`config.mk`:
```
export PLATFORM = sky130hd
export DESIGN_NAME = cpu_sequencer_flat
export DESIGN_NICKNAME = d
export VERILOG_FILES = /design/src/rtl/cpu_sequencer_pkg.sv /design/src/rtl/cpu_sequencer_if.sv /design/src/rtl/cpu_sequencer.sv /design/src/flat_wrapper.sv
export SDC_FILE = /design/constraint.sdc
export NUM_CORES = 1
export LEC_CHECK = 0
export BUFFER_PORTS_ARGS = -buffer_cell sky130_fd_sc_hd__buf_2
export CORE_MARGIN = 4
export CORE_UTILIZATION = 30
export CTS_CLUSTER_DIAMETER = 50
export DETAILED_ROUTE_END_ITERATION = 6
export GPL_TIMING_DRIVEN = 0
export SYNTH_ARGS = -nofsm -noshare
export SYNTH_HDL_FRONTEND = slang
export SYNTH_SLANG_ARGS = --single-unit
```
`constraint.sdc`:
```
create_clock -name clk -period 5.75 [get_ports clk]
set_input_delay 0.2875 -clock clk [delete_from_list [all_inputs] [get_ports clk]]
set_output_delay 0.2875 -clock clk [all_outputs]
set_load 0.005 [all_outputs]
```
`src/rtl/cpu_sequencer_pkg.sv`:
```
// Shared encodings for the multi-cycle CPU sequencer: state codes, opcode
// constants and next-PC source selects.
package cpu_sequencer_pkg;

    typedef enum logic [2:0] {
        ST_IDLE   = 3'd0,
        ST_FETCH  = 3'd1,
        ST_DECODE = 3'd2,
        ST_EXEC   = 3'd3,
        ST_MEM    = 3'd4,
        ST_WB     = 3'd5,
        ST_ECALL  = 3'd6,
        ST_HALT   = 3'd7
    } state_e;

    typedef enum logic [1:0] {
        PC_SEL_PLUS4 = 2'd0,
        PC_SEL_IMM   = 2'd1,
        PC_SEL_RS1   = 2'd2
    } pc_sel_e;

    localparam logic [6:0] OP_RTYPE  = 7'b0110011;
    localparam logic [6:0] OP_IARITH = 7'b0010011;
    localparam logic [6:0] OP_ILOAD  = 7'b0000011;
    localparam logic [6:0] OP_STYPE  = 7'b0100011;
    localparam logic [6:0] OP_BTYPE  = 7'b1100011;
    localparam logic [6:0] OP_JAL    = 7'b1101111;
    localparam logic [6:0] OP_JALR   = 7'b1100111;
    localparam logic [6:0] OP_LUI    = 7'b0110111;
    localparam logic [6:0] OP_AUIPC  = 7'b0010111;
    localparam logic [6:0] OP_ECALL  = 7'b1110011;

    function automatic logic is_legal_op(input logic [6:0] op);
        logic legal;
        case (op)
            OP_RTYPE, OP_IARITH, OP_ILOAD, OP_STYPE, OP_BTYPE,
            OP_JAL, OP_JALR, OP_LUI, OP_AUIPC, OP_ECALL: legal = 1'b1;
            default:                                     legal = 1'b0;
        endcase
        return legal;
    endfunction

endpackage

```
`src/rtl/cpu_sequencer_if.sv`:
```
// Handshake and control bundle between the sequencer (master) and the
// datapath / memories / IO unit it drives (slave).
interface cpu_sequencer_if;
    import cpu_sequencer_pkg::*;

    logic        start;
    logic [6:0]  opcode;
    logic        imem_ready;
    logic        dmem_ready;
    logic        branch_taken;
    logic        ecall_done;

    logic        imem_req;
    logic        ir_we;
    logic        reg_write;
    logic        dmem_re;
    logic        dmem_we;
    logic        pc_we;
    logic [1:0]  pc_sel;
    logic        ecall_req;
    logic        halted;
    logic [2:0]  state;
    logic [31:0] instret;

    modport master (
        input  start, opcode, imem_ready, dmem_ready, branch_taken, ecall_done,
        output imem_req, ir_we, reg_write, dmem_re, dmem_we, pc_we, pc_sel,
               ecall_req, halted, state, instret
    );

    modport slave (
        output start, opcode, imem_ready, dmem_ready, branch_taken, ecall_done,
        input  imem_req, ir_we, reg_write, dmem_re, dmem_we, pc_we, pc_sel,
               ecall_req, halted, state, instret
    );
endinterface

```
`src/rtl/cpu_sequencer.sv`:
```
// Multi-cycle control sequencer: walks each instruction through
// fetch/decode/execute/memory/writeback and counts retired instructions.
module cpu_sequencer
    import cpu_sequencer_pkg::*;
(
    input  logic           clk,
    input  logic           rst,
    cpu_sequencer_if.master bus
);

    state_e      state_q;
    state_e      state_d;
    state_e      out_state_s;
    logic [31:0] instret_q;
    logic [31:0] instret_d;

    logic        imem_req_s;
    logic        ir_we_s;
    logic        reg_write_s;
    logic        dmem_re_s;
    logic        dmem_we_s;
    logic        pc_we_s;
    pc_sel_e     pc_sel_s;
    logic        ecall_req_s;

    // state and retired-instruction counter registers
    always_ff @(posedge clk) begin
        if (!rst) begin
            state_q   <= ST_IDLE;
            instret_q <= 32'd0;
        end else begin
            state_q   <= state_d;
            instret_q <= instret_d;
        end
    end

    // next-state selection
    always_comb begin
        state_d = state_q;
        case (state_q)
            ST_IDLE: begin
                if (bus.start) state_d = ST_FETCH;
                else           state_d = ST_IDLE;
            end
            ST_FETCH: begin
                if (bus.imem_ready) state_d = ST_DECODE;
                else                state_d = ST_FETCH;
            end
            ST_DECODE: begin
                if (bus.opcode == OP_ECALL)      state_d = ST_ECALL;
                else if (!is_legal_op(bus.opcode)) state_d = ST_HALT;
                else                             state_d = ST_EXEC;
            end
            ST_EXEC: begin
                if ((bus.opcode == OP_ILOAD) || (bus.opcode == OP_STYPE)) state_d = ST_MEM;
                else if (bus.opcode == OP_BTYPE)                          state_d = ST_FETCH;
                else                                                      state_d = ST_WB;
            end
            ST_MEM: begin
                if (!bus.dmem_ready)             state_d = ST_MEM;
                else if (bus.opcode == OP_ILOAD) state_d = ST_WB;
                else                             state_d = ST_FETCH;
            end
            ST_WB:    state_d = ST_FETCH;
            ST_ECALL: begin
                if (bus.ecall_done) state_d = ST_FETCH;
                else                state_d = ST_ECALL;
            end
            ST_HALT:  state_d = ST_HALT;
            default:  state_d = ST_IDLE;
        endcase
    end

    // while reset is asserted the strobes decode as if idle, so nothing fires
    always_comb begin
        if (rst) out_state_s = state_q;
        else     out_state_s = ST_IDLE;
    end

    // control strobes for the current state and handshake inputs
    always_comb begin
        imem_req_s  = 1'b0;
        ir_we_s     = 1'b0;
        reg_write_s = 1'b0;
        dmem_re_s   = 1'b0;
        dmem_we_s   = 1'b0;
        pc_we_s     = 1'b0;
        pc_sel_s    = PC_SEL_PLUS4;
        ecall_req_s = 1'b0;
        case (out_state_s)
            ST_FETCH: begin
                imem_req_s = 1'b1;
                ir_we_s    = bus.imem_ready;
            end
            ST_EXEC: begin
                pc_we_s = (bus.opcode == OP_BTYPE);
                if ((bus.opcode == OP_BTYPE) && bus.branch_taken) pc_sel_s = PC_SEL_IMM;
                else                                              pc_sel_s = PC_SEL_PLUS4;
            end
            ST_MEM: begin
                dmem_re_s = (bus.opcode == OP_ILOAD);
                dmem_we_s = (bus.opcode == OP_STYPE);
                pc_we_s   = (bus.opcode == OP_STYPE) && bus.dmem_ready;
            end
            ST_WB: begin
                reg_write_s = 1'b1;
                pc_we_s     = 1'b1;
                case (bus.opcode)
                    OP_JAL:  pc_sel_s = PC_SEL_IMM;
                    OP_JALR: pc_sel_s = PC_SEL_RS1;
                    default: pc_sel_s = PC_SEL_PLUS4;
                endcase
            end
            ST_ECALL: begin
                ecall_req_s = 1'b1;
                pc_we_s     = bus.ecall_done;
            end
            default: pc_sel_s = PC_SEL_PLUS4;
        endcase
    end

    // an instruction retires exactly when the PC is updated
    always_comb begin
        if (pc_we_s) instret_d = instret_q + 32'd1;
        else         instret_d = instret_q;
    end

    assign bus.imem_req  = imem_req_s;
    assign bus.ir_we     = ir_we_s;
    assign bus.reg_write = reg_write_s;
    assign bus.dmem_re   = dmem_re_s;
    assign bus.dmem_we   = dmem_we_s;
    assign bus.pc_we     = pc_we_s;
    assign bus.pc_sel    = pc_sel_s;
    assign bus.ecall_req = ecall_req_s;
    assign bus.halted    = (state_q == ST_HALT);
    assign bus.state     = state_q;
    assign bus.instret   = instret_q;

endmodule

```
`src/flat_wrapper.sv`:
```
// flat-port wrapper written by rule: the top's interface ports become plain ports
module cpu_sequencer_flat import cpu_sequencer_pkg::*;
  (clk, rst, bus_start, bus_opcode, bus_imem_ready, bus_dmem_ready, bus_branch_taken, bus_ecall_done, bus_imem_req, bus_ir_we, bus_reg_write, bus_dmem_re, bus_dmem_we, bus_pc_we, bus_pc_sel, bus_ecall_req, bus_halted, bus_state, bus_instret);
  cpu_sequencer_if bus_i ();
  input  logic clk;
  input  logic rst;
  input wire logic [$bits(bus_i.start)-1:0] bus_start;
  input wire logic [$bits(bus_i.opcode)-1:0] bus_opcode;
  input wire logic [$bits(bus_i.imem_ready)-1:0] bus_imem_ready;
  input wire logic [$bits(bus_i.dmem_ready)-1:0] bus_dmem_ready;
  input wire logic [$bits(bus_i.branch_taken)-1:0] bus_branch_taken;
  input wire logic [$bits(bus_i.ecall_done)-1:0] bus_ecall_done;
  output wire logic [$bits(bus_i.imem_req)-1:0] bus_imem_req;
  output wire logic [$bits(bus_i.ir_we)-1:0] bus_ir_we;
  output wire logic [$bits(bus_i.reg_write)-1:0] bus_reg_write;
  output wire logic [$bits(bus_i.dmem_re)-1:0] bus_dmem_re;
  output wire logic [$bits(bus_i.dmem_we)-1:0] bus_dmem_we;
  output wire logic [$bits(bus_i.pc_we)-1:0] bus_pc_we;
  output wire logic [$bits(bus_i.pc_sel)-1:0] bus_pc_sel;
  output wire logic [$bits(bus_i.ecall_req)-1:0] bus_ecall_req;
  output wire logic [$bits(bus_i.halted)-1:0] bus_halted;
  output wire logic [$bits(bus_i.state)-1:0] bus_state;
  output wire logic [$bits(bus_i.instret)-1:0] bus_instret;
  assign bus_i.start = bus_start;
  assign bus_i.opcode = bus_opcode;
  assign bus_i.imem_ready = bus_imem_ready;
  assign bus_i.dmem_ready = bus_dmem_ready;
  assign bus_i.branch_taken = bus_branch_taken;
  assign bus_i.ecall_done = bus_ecall_done;
  assign bus_imem_req = bus_i.imem_req;
  assign bus_ir_we = bus_i.ir_we;
  assign bus_reg_write = bus_i.reg_write;
  assign bus_dmem_re = bus_i.dmem_re;
  assign bus_dmem_we = bus_i.dmem_we;
  assign bus_pc_we = bus_i.pc_we;
  assign bus_pc_sel = bus_i.pc_sel;
  assign bus_ecall_req = bus_i.ecall_req;
  assign bus_halted = bus_i.halted;
  assign bus_state = bus_i.state;
  assign bus_instret = bus_i.instret;
  cpu_sequencer u_core (.clk(clk), .rst(rst), .bus(bus_i));
endmodule
```
==> results of run 1 <==
-- worst paths after layout --
| kind | end | slack (ps) | startpoint |
|---|---|---|---|
| setup / recovery | u_core.bus.instret[30]$_SDFFE_PN0P_ | 3280 | u_core.bus.state[1]$_SDFF_PN0_ |
| hold reg to reg | u_core.bus.instret[1]$_SDFFE_PN0P_ | 480 | u_core.bus.instret[1]$_SDFFE_PN0P_ |
| hold / removal | u_core.bus.state[0]$_SDFF_PN0_ | 260 | bus_start |
| setup reg to reg | u_core.bus.instret[30]$_SDFFE_PN0P_ | 3280 | u_core.bus.state[1]$_SDFF_PN0_ |
-- kinds of logic after synthesis --
family | count (synthesis) | share of synthesized area, %
AOI/OAI and AO/OA | 79 | 23.6
xor gates and xnor gates | 1 | 0.438
adders and majority gates | 1 | 0.625
buffers and inverters | 24 | 5.50
DFF | 35 | 35.0
and+or+nand+nor | 107 | 34.8
-- power by group through the flow --
| stage | sequential [mW] | combinational [mW] | clock [mW] |
|---|---|---|---|
| after floorplan | 0.255 | 0.0340 | 0 |
| after global placement | 0.256 | 0.0535 | 0 |
| after detailed placement | 0.256 | 0.0536 | 0 |
| after CTS | 0.251 | 0.0538 | 0.205 |
| after global routing | 0.252 | 0.0605 | 0.215 |
| final | 0.251 | 0.0537 | 0.197 |
-- worst reg2reg max path, cell delays in order, from the launching register on --
cell      delay (ps)
dfxtp_1          430
nand2b_1         210
a21oi_1          150
o31ai_1          880
clkbuf_1         430
o21ai_0          160
a21oi_1          130
-- cell type report --
type / count / share of cell area (%)
repair buffers: 57 / 11.5
flip-flops and latches: 35 / 28.2
inverters: 10 / 1.51
multi-input cells: 188 / 47.9
clock buffers: 8 / 4.03
plain buffers: 14 / 2.92
well taps: 77 / 3.88
-- state kept, by name, indices dropped and copies added, names as in the netlist --
signal              count
u_core.bus.instret     32
u_core.bus.state        3
-- layer usage --
metal  vias up  GRT usage (%)  part of all wire, %
met1       969           19.1                   46
met2        63           23.9                   46
met4         0           4.60                  1.3
met5         -              0                    0
met3         8           4.01                  6.7
li1       1076              -                    -
-- synth_stat cells (all sizes together), types with 9 or more instances --
cell type / n
nor2: 9
a21oi: 33
nand4: 11
or4: 12
o31ai: 17
nand3: 9
nand2: 17
clkbuf: 9
dfxtp: 35
o21ai: 19
or3: 15
inv: 10
==> impl_metrics.toml, run 1 <==
[sta]
layout_setup_ws_ps = 3280
fin_crit_sh_pct = 42.9
period_needed_ps = 2470
fin_setup_tns_ps = 0
drv_slew = 0
setup_viol = 0
hold_viol_final = 0
worstMarginPinSlew_ps = 1010
fmax_mhz = 405
rsz0062_at_grt = "false"
slew_headroom_pct = 32.1
clock-skew-final_ps = 4.79
fin_hold_ws_ps = 262

[final_layout]
stdcell_area_sq_um = 2480
syn_to_final_growth_pct = 24.1
final_net_count = 326
mostFrequentLayoutCell = "buf_2"
fillers = 676
fin_util_pct = 38.7
mostFrequentLayoutCells = "buf_2 (60), dfxtp_1 (35), a21oi_1 (33)"
multi_input_area_sq_um = 1190
diodes = 0
fin_cells = 389
seq_area_sq_um = 701
drive_gt1_share_pct = 24.4

[outcome]
status = "complete, no violations"

[place]
place_congestion = 0.893
place_inst = 381
place_worst_setup_slack_ps = 3340
detailed_place_hpwl_um = 4170
port_buffers = 57
placed_area_sq_um = 2380

[logic_synthesis]
seq_area_frac_synth_pct = 35.0
syn-cell-area_sq_um = 2000
ys_warn_count = 0
synth_area_leader_cell = "dfxtp_1"
syn_inst = 247
synth.area.top_cells = "dfxtp_1 (35%), a21oi_1 (8.3%), o31ai_1 (6.0%), or4_1 (4.5%), or3_1 (4.4%)"
synth.top_cell.area_share_pct = 35.0
synth_cell_type_count = 47
synth_area_per_cell_sq_um = 8.10
synth_seq_cells = 35
synthArstFlopShare_pct = 0
syn_nets = 262
synth_ff_type = "dfxtp_1"
synth_edf_count = 0

[clock_tree]
cts_buffers = 5
cts_setup_buffers = 0
clk_pin_slew_ps = 70
clock-sinks = 35
clk_path_buf_depth = 2
post_cts_resize_count = 0
holdBufCountCts = 0
tritoncts = "built"
htreeDepth = 2
clock_latency_ps = 290
cts_root_buffer = "clkbuf_8"

[global_routing]
gr-usage-all-layers_pct = 14.8
antenna_found_initial = 0
grt_pass1_vias = 1969
grt-ovfl-total = 0
grt_pass1_wl_um = 9270
grt_max_degree = 11

[power]
finalPower_mw = 0.502
peakVddDrop_mv = 0.0836
clock_power_share_pct = 39.3
leakage_nw = 0.930
internal-power_mw = 0.376
p_sw_mw = 0.125
p_per_area_nw_per_um2 = 202
p_seq_share_pct = 50.0
p_sw_share_pct = 25.0
comb_power_share_pct = 10.7

[drt]
wl_per_cell_um = 14.6
vias = 2116
vias_per_cell = 5.44
drcViolationCount = 0
first_iter_violations = 112
wl_um = 5680
drt-pass1-iter-count = 5
detail-route-antenna-nets = 0

[setup_path]
crit_chain = "nand2b_1, a21oi_1, o31ai_1, clkbuf_1, o21ai_0, a21oi_1"
max_stage_delay_ps = 880
worst-r2r-cell-count = 6
cp_slowest_cell = "o31ai_1"
crit_family = "compound AO/OA/AOI/OAI gates"
cp_max_fo = 10
worstSetupPathType = "register to register"
crit_path_frequent_cell = "a21oi_1"
end_kind = "register"
worstPathRequired_ps = 5970
path_buf_inv = 1
arrival_ps = 2690
cp_num_cells = 6
worstSetupStartpointType = "register"

[floorplanning]
fp.dieW_um = 89.7
pin_count = 59
core_region_area_sq_um = 6420
start_util_pct = 31.2
rows = 29
die_h_um = 89.7
dieArea_sq_um = 8040

[run]
cap_violations = 0

[hold_path]
hold_depth = 3
hold_class = "primary input to register"
No activity file was read; power rests on OpenSTA's default activity.
==> run 2, diff against run 1 <==
clock period = 2 ns   (was 5.75 ns; I/O delays follow)
==> impl_metrics.toml, run 2 (synthesized netlist as in run 1, its figures left out) <==
[outcome]
status = "complete, no violations"

[global_routing]
grt_max_degree = 11
grt-ovfl-total = 0
gr-usage-all-layers_pct = 15.1
grt_pass1_wl_um = 9450
grt_pass1_vias = 2023
antenna_found_initial = 0

[clock_tree]
clock_latency_ps = 290
tritoncts = "built"
clk_pin_slew_ps = 70
clk_path_buf_depth = 2
cts_root_buffer = "clkbuf_8"
clock-sinks = 35
cts_buffers = 5
htreeDepth = 2

[hold_path]
hold_class = "primary input to register"
holdPathEnd = "u_core.bus.state[0]$_SDFF_PN0_"
hold_start = "bus_start"
hold_depth = 3

[run]
cap_violations = 0

[floorplanning]
core_region_area_sq_um = 6420
die_h_um = 89.7
fp.dieW_um = 89.7
dieArea_sq_um = 8040
pin_count = 59
rows = 29
start_util_pct = 31.2

[setup_path]
worstSetupPathType = "register to register"
end_kind = "register"
worstSetupStartpointType = "register"
crit_start = "u_core.bus.instret[6]$_SDFFE_PN0P_"
worst-r2r-cell-count = 6
r2r_setup_slack_ps = 20
cp_max_fo = 8
worstPathRequired_ps = 2220
r2r-end = "u_core.bus.instret[18]$_SDFFE_PN0P_"
r2r_start = "u_core.bus.instret[6]$_SDFFE_PN0P_"
arrival_ps = 2200

[drt]
drt-pass1-iter-count = 4
wl_per_cell_um = 15.3
first_iter_violations = 112
drcViolationCount = 0
vias = 2267
wl_um = 6210
detail-route-antenna-nets = 0
vias_per_cell = 5.57

[sta]
clock-skew-final_ps = 4.23
rsz0062_at_grt = "true"
hold_viol_final = 0
fmax_mhz = 505
fin_hold_ws_ps = 73.4
slew_headroom_pct = 60.8
fin_crit_sh_pct = 98.9
period_needed_ps = 1980
setup_viol = 0
drv_slew = 0
worstMarginPinSlew_ps = 588
fin_setup_tns_ps = 0

[final_layout]
final_net_count = 344
drive_gt1_share_pct = 37.0
diodes = 0
syn_to_final_growth_pct = 38.9
mostFrequentLayoutCells = "buf_2 (59), a21oi_1 (29), dfxtp_1 (22)"
largest_reg_flops = 32
mostFrequentLayoutCell = "buf_2"
stdcell_area_sq_um = 2780

[power]
p_per_area_nw_per_um2 = 524
leakage_nw = 1.05
peakVddDrop_mv = 0.243

[place]
placed_area_sq_um = 2380
detailed_place_hpwl_um = 4170
port_buffers = 57
place_congestion = 0.893
[run 2: cell count changes in the layout (fill, tap and decap cells not counted), moves of 2 or more]
| cell | change |
|---|---|
| a21oi_1 | -4 |
| a21oi_2 | +3 |
| buf_4 | +19 |
| clkbuf_1 | -3 |
| dfxtp_1 | -13 |
| dfxtp_2 | +6 |
| dfxtp_4 | +7 |
| o21ai_0 | -2 |
| o21ai_1 | +2 |
| o31ai_1 | -5 |
| o31ai_2 | +4 |
| o31ai_4 | +2 |
[run 2: worst max path at each step]
stage | endpoint | depth (start not counted) | slack (ps)
finish | u_core.bus.instret[18]$_SDFFE_PN0P_ | 6 | 20
global route | u_core.bus.instret[11]$_SDFFE_PN0P_ | 6 | -50
CTS | u_core.bus.instret[28]$_SDFFE_PN0P_ | 7 | 4
detailed placement | u_core.bus.instret[31]$_SDFFE_PN0P_ | 7 | -410
global placement | u_core.bus.instret[28]$_SDFFE_PN0P_ | 6 | -400
floorplan | u_core.bus.instret[18]$_SDFFE_PN0P_ | 6 | 110
[run 2: per-stage QoR]
| stage | power (mW) | std cells | util, % | worst slack, ps |
|---|---|---|---|---|
| floorplan | 0.831 | 247 | - | 105 |
| global placement | 0.891 | 381 | 37.1 | -396 |
| detailed placement | 0.891 | 381 | 37.1 | -406 |
| CTS | 1.47 | 392 | 39.8 | 3.66 |
| global route | 1.52 | 407 | 43.3 | -53.6 |
| finish | 1.46 | 407 | 43.3 | 21.1 |
[run 2: final cells by class]
class                      instances  area, sq um
fill                             663         3640
multi-input combinational        189         1310
sequential                        35          734
timing repair buffer              74          410
clock buffer                       8          100
tap                               77         96.3
buffer                            14         92.6
inverter                          10         37.5
[run 2: timing repair]
item,4_1_cts,5_1_grt
cloned,0,2
hold buffers,0,0
endpoints found under the setup margin,31,30
pin swaps,5,19
resized for setup,15,38
buffers inserted,3,13
[run 2: power by group]
group	leakage, nW	total [mW]	internal (mW)	switching (mW)
registers	0.291	0.716	0.699	0.0170
logic	0.712	0.170	0.0706	0.0996
clock network	0.0515	0.569	0.314	0.255
[run 2: per-layer routing]
layer	track usage, %	vias to the layer above	wire [um]
li1	-	1116	-
met4	5.82	0	92
met2	24.1	65	2960
met5	0	-	0
met1	19.4	1075	2790
met3	4.01	11	365
[run 2: critical path, stage by stage, from the launching register on]
cell     delay, ps
dfxtp_4        360
nand4_1        140
or2_1          270
buf_6          140
or3_4          380
or4_1          500
a21oi_1        120
